### src/rtl/iosram_io_arbiter_if.sv
// Requester-side and IO-bus-side signals of the IO read arbiter.
// The slave modport is the arbiter; the master modport is its environment.
interface iosram_io_arbiter_if #(
  parameter int unsigned NUM_REQ       = 4,
  parameter int unsigned IO_ADDR_WIDTH = 16,
  parameter int unsigned IO_DATA_WIDTH = 256
);
  logic [NUM_REQ-1:0]               req_en;
  logic [NUM_REQ*IO_ADDR_WIDTH-1:0] req_addr;
  logic [NUM_REQ-1:0]               req_ready;
  logic [NUM_REQ-1:0]               rsp_valid;
  logic [IO_DATA_WIDTH-1:0]         rsp_data;
  logic [NUM_REQ-1:0]               overflow;
  logic [NUM_REQ-1:0]               clear_overflow;
  logic                             busy;
  logic                             io_en;
  logic [IO_ADDR_WIDTH-1:0]         io_addr;
  logic [IO_DATA_WIDTH-1:0]         io_data;

  modport slave (
    input  req_en, req_addr, clear_overflow, io_data,
    output req_ready, rsp_valid, rsp_data, overflow, busy, io_en, io_addr
  );

  modport master (
    output req_en, req_addr, clear_overflow, io_data,
    input  req_ready, rsp_valid, rsp_data, overflow, busy, io_en, io_addr
  );
endinterface

### src/rtl/iosram_io_arbiter.sv
// Round-robin arbiter sharing one IO read bus among several IO-SRAM read ports.
// Per-requester address FIFOs, one grant per cycle, tag pipeline routes data back.
module iosram_io_arbiter #(
  parameter int unsigned NUM_REQ       = 4,
  parameter int unsigned IO_ADDR_WIDTH = 16,
  parameter int unsigned IO_DATA_WIDTH = 256,
  parameter int unsigned FIFO_DEPTH    = 4,
  parameter int unsigned READ_LATENCY  = 1
) (
  input  logic                clk,
  input  logic                rst,
  iosram_io_arbiter_if.slave  bus_io
);

  localparam int unsigned PtrW = $clog2(FIFO_DEPTH) + 1;
  localparam int unsigned IdxW = $clog2(NUM_REQ);

  logic [IO_ADDR_WIDTH-1:0]               mem_q [NUM_REQ][FIFO_DEPTH];
  logic [NUM_REQ-1:0][PtrW-1:0]           wr_ptr_q, rd_ptr_q;
  logic [NUM_REQ-1:0]                     empty, full;
  logic [IdxW-1:0]                        last_grant_q;
  logic                                   io_en_q;
  logic [IO_ADDR_WIDTH-1:0]               io_addr_q;
  logic [READ_LATENCY-1:0]                tag_vld_q;
  logic [READ_LATENCY-1:0][IdxW-1:0]      tag_idx_q;
  logic [NUM_REQ-1:0]                     rsp_valid_q;
  logic [IO_DATA_WIDTH-1:0]               rsp_data_q;
  logic [NUM_REQ-1:0]                     overflow_q;
  logic                                   gnt_vld;
  logic [IdxW-1:0]                        gnt_idx;
  int unsigned                            lg, cand;

  // Extra pointer MSB distinguishes full from empty when the index bits match.
  always_comb begin
    for (int i = 0; i < NUM_REQ; i++) begin
      empty[i] = (wr_ptr_q[i] == rd_ptr_q[i]);
      full[i]  = (wr_ptr_q[i][PtrW-1] != rd_ptr_q[i][PtrW-1]) &&
                 (wr_ptr_q[i][PtrW-2:0] == rd_ptr_q[i][PtrW-2:0]);
    end
  end

  always_comb begin
    gnt_vld = 1'b0;
    gnt_idx = last_grant_q;
    lg      = 32'(last_grant_q);
    cand    = 0;
    for (int unsigned k = 1; k <= NUM_REQ; k++) begin
      cand = (lg + k) % NUM_REQ;
      if (!gnt_vld && !empty[IdxW'(cand)]) begin
        gnt_vld = 1'b1;
        gnt_idx = IdxW'(cand);
      end
    end
  end

  // FIFO storage carries no reset; validity lives entirely in the pointers.
  always_ff @(posedge clk) begin
    for (int i = 0; i < NUM_REQ; i++) begin
      if (bus_io.req_en[i] && !full[i]) begin
        mem_q[i][wr_ptr_q[i][PtrW-2:0]] <= bus_io.req_addr[i*IO_ADDR_WIDTH +: IO_ADDR_WIDTH];
      end
    end
  end

  always_ff @(posedge clk or posedge rst) begin
    if (rst) begin
      wr_ptr_q     <= '0;
      rd_ptr_q     <= '0;
      last_grant_q <= IdxW'(NUM_REQ - 1);
      io_en_q      <= 1'b0;
      io_addr_q    <= '0;
      tag_vld_q    <= '0;
      tag_idx_q    <= '0;
      rsp_valid_q  <= '0;
      rsp_data_q   <= '0;
      overflow_q   <= '0;
    end else begin
      for (int i = 0; i < NUM_REQ; i++) begin
        if (bus_io.req_en[i] && !full[i]) begin
          wr_ptr_q[i] <= wr_ptr_q[i] + PtrW'(1);
        end
        overflow_q[i] <= (bus_io.req_en[i] && full[i]) ||
                         (overflow_q[i] && !bus_io.clear_overflow[i]);
      end
      io_en_q <= gnt_vld;
      if (gnt_vld) begin
        io_addr_q         <= mem_q[gnt_idx][rd_ptr_q[gnt_idx][PtrW-2:0]];
        rd_ptr_q[gnt_idx] <= rd_ptr_q[gnt_idx] + PtrW'(1);
        last_grant_q      <= gnt_idx;
      end
      // last_grant_q names the owner of the read currently on the bus.
      tag_vld_q[0] <= io_en_q;
      tag_idx_q[0] <= last_grant_q;
      for (int j = 1; j < READ_LATENCY; j++) begin
        tag_vld_q[j] <= tag_vld_q[j-1];
        tag_idx_q[j] <= tag_idx_q[j-1];
      end
      rsp_valid_q <= '0;
      if (tag_vld_q[READ_LATENCY-1]) begin
        rsp_valid_q[tag_idx_q[READ_LATENCY-1]] <= 1'b1;
        rsp_data_q                             <= bus_io.io_data;
      end
    end
  end

  assign bus_io.req_ready = ~full;
  assign bus_io.rsp_valid = rsp_valid_q;
  assign bus_io.rsp_data  = rsp_data_q;
  assign bus_io.overflow  = overflow_q;
  assign bus_io.busy      = (|(~empty)) | io_en_q | (|tag_vld_q);
  assign bus_io.io_en     = io_en_q;
  assign bus_io.io_addr   = io_addr_q;

endmodule
### src/flat_wrapper.sv
// flat-port wrapper written by rule: the top's interface ports become plain ports
module iosram_io_arbiter_flat 
#(
  parameter int unsigned NUM_REQ       = 4,
  parameter int unsigned IO_ADDR_WIDTH = 16,
  parameter int unsigned IO_DATA_WIDTH = 256,
  parameter int unsigned FIFO_DEPTH    = 4,
  parameter int unsigned READ_LATENCY  = 1
)
  (clk, rst, bus_io_req_en, bus_io_req_addr, bus_io_clear_overflow, bus_io_io_data, bus_io_req_ready, bus_io_rsp_valid, bus_io_rsp_data, bus_io_overflow, bus_io_busy, bus_io_io_en, bus_io_io_addr);
  iosram_io_arbiter_if #(.NUM_REQ(NUM_REQ), .IO_ADDR_WIDTH(IO_ADDR_WIDTH), .IO_DATA_WIDTH(IO_DATA_WIDTH)) bus_io_i ();
  input  logic clk;
  input  logic rst;
  input wire logic [$bits(bus_io_i.req_en)-1:0] bus_io_req_en;
  input wire logic [$bits(bus_io_i.req_addr)-1:0] bus_io_req_addr;
  input wire logic [$bits(bus_io_i.clear_overflow)-1:0] bus_io_clear_overflow;
  input wire logic [$bits(bus_io_i.io_data)-1:0] bus_io_io_data;
  output wire logic [$bits(bus_io_i.req_ready)-1:0] bus_io_req_ready;
  output wire logic [$bits(bus_io_i.rsp_valid)-1:0] bus_io_rsp_valid;
  output wire logic [$bits(bus_io_i.rsp_data)-1:0] bus_io_rsp_data;
  output wire logic [$bits(bus_io_i.overflow)-1:0] bus_io_overflow;
  output wire logic [$bits(bus_io_i.busy)-1:0] bus_io_busy;
  output wire logic [$bits(bus_io_i.io_en)-1:0] bus_io_io_en;
  output wire logic [$bits(bus_io_i.io_addr)-1:0] bus_io_io_addr;
  assign bus_io_i.req_en = bus_io_req_en;
  assign bus_io_i.req_addr = bus_io_req_addr;
  assign bus_io_i.clear_overflow = bus_io_clear_overflow;
  assign bus_io_i.io_data = bus_io_io_data;
  assign bus_io_req_ready = bus_io_i.req_ready;
  assign bus_io_rsp_valid = bus_io_i.rsp_valid;
  assign bus_io_rsp_data = bus_io_i.rsp_data;
  assign bus_io_overflow = bus_io_i.overflow;
  assign bus_io_busy = bus_io_i.busy;
  assign bus_io_io_en = bus_io_i.io_en;
  assign bus_io_io_addr = bus_io_i.io_addr;
  iosram_io_arbiter #(.NUM_REQ(NUM_REQ), .IO_ADDR_WIDTH(IO_ADDR_WIDTH), .IO_DATA_WIDTH(IO_DATA_WIDTH), .FIFO_DEPTH(FIFO_DEPTH), .READ_LATENCY(READ_LATENCY)) u_core (.clk(clk), .rst(rst), .bus_io(bus_io_i));
endmodule
### config.mk
export PLATFORM = sky130hd
export DESIGN_NAME = iosram_io_arbiter_flat
export DESIGN_NICKNAME = d
export VERILOG_FILES = /design/src/rtl/iosram_io_arbiter_if.sv /design/src/rtl/iosram_io_arbiter.sv /design/src/flat_wrapper.sv
export SDC_FILE = /design/constraint.sdc
export NUM_CORES = 1
export LEC_CHECK = 0
export BUFFER_PORTS_ARGS = -buffer_cell sky130_fd_sc_hd__buf_2
export CAP_MARGIN = 20
export CORE_AREA = 2 2 243 245
export DETAILED_ROUTE_END_ITERATION = 10
export DIE_AREA = 0 0 245 247
export PLACE_DENSITY = 0.69
export SKIP_LAST_GASP = 1
export SYNTH_ARGS = -nofsm -noshare
export SYNTH_HDL_FRONTEND = slang
export SYNTH_SLANG_ARGS = --single-unit
### constraint.sdc
create_clock -name clk -period 13.7 [get_ports clk]
set_input_delay 2.74 -clock clk [delete_from_list [all_inputs] [get_ports clk]]
set_output_delay 2.74 -clock clk [all_outputs]
set_load 0.02 [all_outputs]
==> results.toml <==
[synthesis]
yosysUniqueCellTypes = 50
synth_fp_nets = 1852
synth-seq-cells = 566
synth_area_um2 = 22100
synth_area_per_cell_um2 = 14.69
ys_warn_count = 0
synth-seq-area-share_pct = 69.89
async_flop_share_pct = 54.77
synth_edf_count = 256
synthDominantCellAreaShare_pct = 34.87
synth_cells = 1505
ys.flop_type = "dfrtp_1"
yosysTopAreaCell = "dfrtp_1"
netlist_top_cells_area = "dfrtp_1 (35%), edfxtp_1 (35%), mux2_2 (13%)"

[die]
die_y_um = 247
die_area_um2 = 60520
row_count = 89
die-width_um = 245
core_area_um2 = 58240
initial_utilization_pct = 37.95
io_pins = 616

[timing]
post-route-period-util_pct = 40.44
post-route-min-period_ns = 5.540
clock_skew_ns = 0.02451
hold_viol = 0
fin_setup_tns_ns = 0
rsz0062_at_grt = "false"
setup_slack_ns = 8.160
setup_violations = 0
slew_viol_final = 0
relSlewSlack_pct = 26.70
fmax_ghz = 0.1805
whs_ns = 0.4068
worst_pin_slew_ns = 1.099

[setup_path]
critPathMaxFanout = 4
crit_path_start_kind = "flip-flop"
cpPeakStageDelay_ns = 0.62
arrival_ns = 2.80
path_class = "flip-flop to primary output"
crit_path_end_kind = "primary output"
required_ns = 10.96
cp_top_family = "simple AND/OR/NAND/NOR gates"
cp_cell_sequence = "xor2_1 -> or3_1 -> or4_1 -> or3_1 -> buf_2"
cpMostUsedCell = "or3_1"
critPathBufInv = 1
crit_path_top_delay_cell = "or4_1"

[clock_tree]
cts_buffers = 60
cts_root_buf = "clkbuf_16"
clock-sinks = 566
post_cts_buffers = 0
h-tree-depth = 2
clkTransAtPathRegs_ns = 0.07
cts_tree = "done"
cts_resized = 0
cts_hold_buf = 0
clock_latency_ns = 0.65
clk_path_buf_depth = 3

[pwr]
internal_power_mw = 4.044
seqPwrFrac_pct = 33.7
switching_power_mw = 2.661
comb_power_share_pct = 40.6
powerDensity_nw_per_um2 = 238.4
pwr-share-clk_pct = 25.7
p_leak_nw = 12.31
vdd_drop_max_mv = 0.2599
p_total_mw = 6.706
swShare_pct = 39.69

[global_route]
use_met2_pct = 37.45
antenna_found_initial = 43
grt_use_met1_pct = 33.21
grt_overflow_total = 0
track_usage_pct = 24.61
grt_pass1_wl_mm = 106.4
grt_max_degree = 111
globalRoute.busiestLayer = "met2"
grt_util_met3_pct = 8.758
grt_pass1_vias = 15050

[detailed_routing]
drtIter0Drc = 1469
routed_wl_mm = 76.79
drt-vias-per-instance = 5.185
first_pass_iters = 5
vias = 15370
wl_per_cell_um = 25.91
ant_nets = 0
route.detailed.drc = 0

[placement]
port_buffers = 615
dp.cells = 2836
gp_routability_congestion = 1.016
place_ws_ns = 8.397
dp_hpwl_mm = 56.27
placed_cell_area_um2 = 25960

[finish]
design_area_um2 = 28130
area_growth_pct = 27.28
instances_no_fill = 2964
final_common_cell = "buf_2"
fin_nets = 2473
fillers = 5137
drive_above_1_share_pct = 46.74
layout_common_cells = "buf_2 (615), dfrtp_1 (307), mux2_2 (262)"
final_util_pct = 48.31

[worst_hold_path]
hp-class = "flip-flop to flip-flop"

[run_status]
status = "complete, no violations"

[run]
maxCapViolCount = 0
[state kept, by name, indices dropped and copies added, names as in the netlist]
signal and cells:
u_core.wr_ptr_q 12, u_core.rd_ptr_q 12, u_core.bus_io.rsp_valid 4, u_core.bus_io.io_addr 16, u_core.bus_io.rsp_data 256, u_core.tag_idx_q 2, u_core.tag_vld_q 1, u_core.mem_q 256
u_core.last_grant_q 2, u_core.bus_io.io_en 1, u_core.bus_io.overflow 4
[metal layers]
| metal | wire [µm] | share of wire, % |
|---|---|---|
| met3 | 8804 | 11 |
| met4 | 1962 | 2.6 |
| met2 | 34800 | 45 |
| met1 | 31110 | 41 |
| met5 | 113 | 0.15 |
[final timing paths]
check,slack [ns],end,cells past startpoint,start
worst max-delay path,8.16,bus_io_busy,5,u_core.wr_ptr_q[10]$_DFFE_PP0P_
worst min-delay path,0.41,u_core.tag_vld_q$_DFF_PP0_,0,u_core.bus_io.io_en$_DFF_PP0_
worst max register to register,9.28,u_core.rd_ptr_q[2]$_DFFE_PP0P_,11,u_core.wr_ptr_q[10]$_DFFE_PP0P_
worst min register to register,0.41,u_core.tag_vld_q$_DFF_PP0_,0,u_core.bus_io.io_en$_DFF_PP0_
max in group asynchronous,9.19,u_core.bus_io.rsp_data[220]$_DFFE_PP0P_,4,rst
min in group asynchronous,2.15,u_core.bus_io.rsp_data[95]$_DFFE_PP0P_,2,rst
[cells by family (layout without fill, tap and decap cells)]
kind of cell	after synthesis	after routing	synth area share (%)
other	0	15	0
xor gates and xnor gates	25	25	0.9906
AOI/OAI and AO/OA	98	98	3.504
buffers and inverters	101	772	2.089
adders and majority gates	17	17	0.9623
muxes	270	270	13.78
and+or+nand+nor	428	428	8.785
DFF	566	566	69.89
[power by group through the flow]
stage	sequential (mW)	combinational (mW)	clock [mW]
floorplan	2.33	1.86	0
global placement	2.27	2.60	0
detailed placement	2.28	2.69	0
CTS	2.25	2.70	1.75
global route	2.28	2.96	1.83
finish	2.26	2.72	1.73
[layout make-up]
class,count,area (µm²),area share (%)
sequential,566,15450,54.92
multi-input combinational,838,6195,22.02
timing repair buffer,642,3288,11.69
clock buffer,85,1747,6.208
tap,773,967.2,3.438
clock inverter,27,372.9,1.325
inverter,18,76.32,0.2713
antenna,15,37.54,0.1334
[cell usage after synthesis, drive strengths merged (2+ instances only)]
cell type	count
o32ai	16
a32o	2
mux2i	5
clkbuf	53
o21ai	8
or3	6
nand3	36
ha	17
edfxtp	256
and3	83
nor3	3
o311ai	2
a211o	2
xor2	16
buf	30
nand2	263
inv	18
a31oi	17
dfrtp	308
nor3b	2
a311oi	31
nor2	25
and2	4
mux2	265
a211oi	15
dfstp	2
xnor2	9
(Power assumes the default switching activity.)
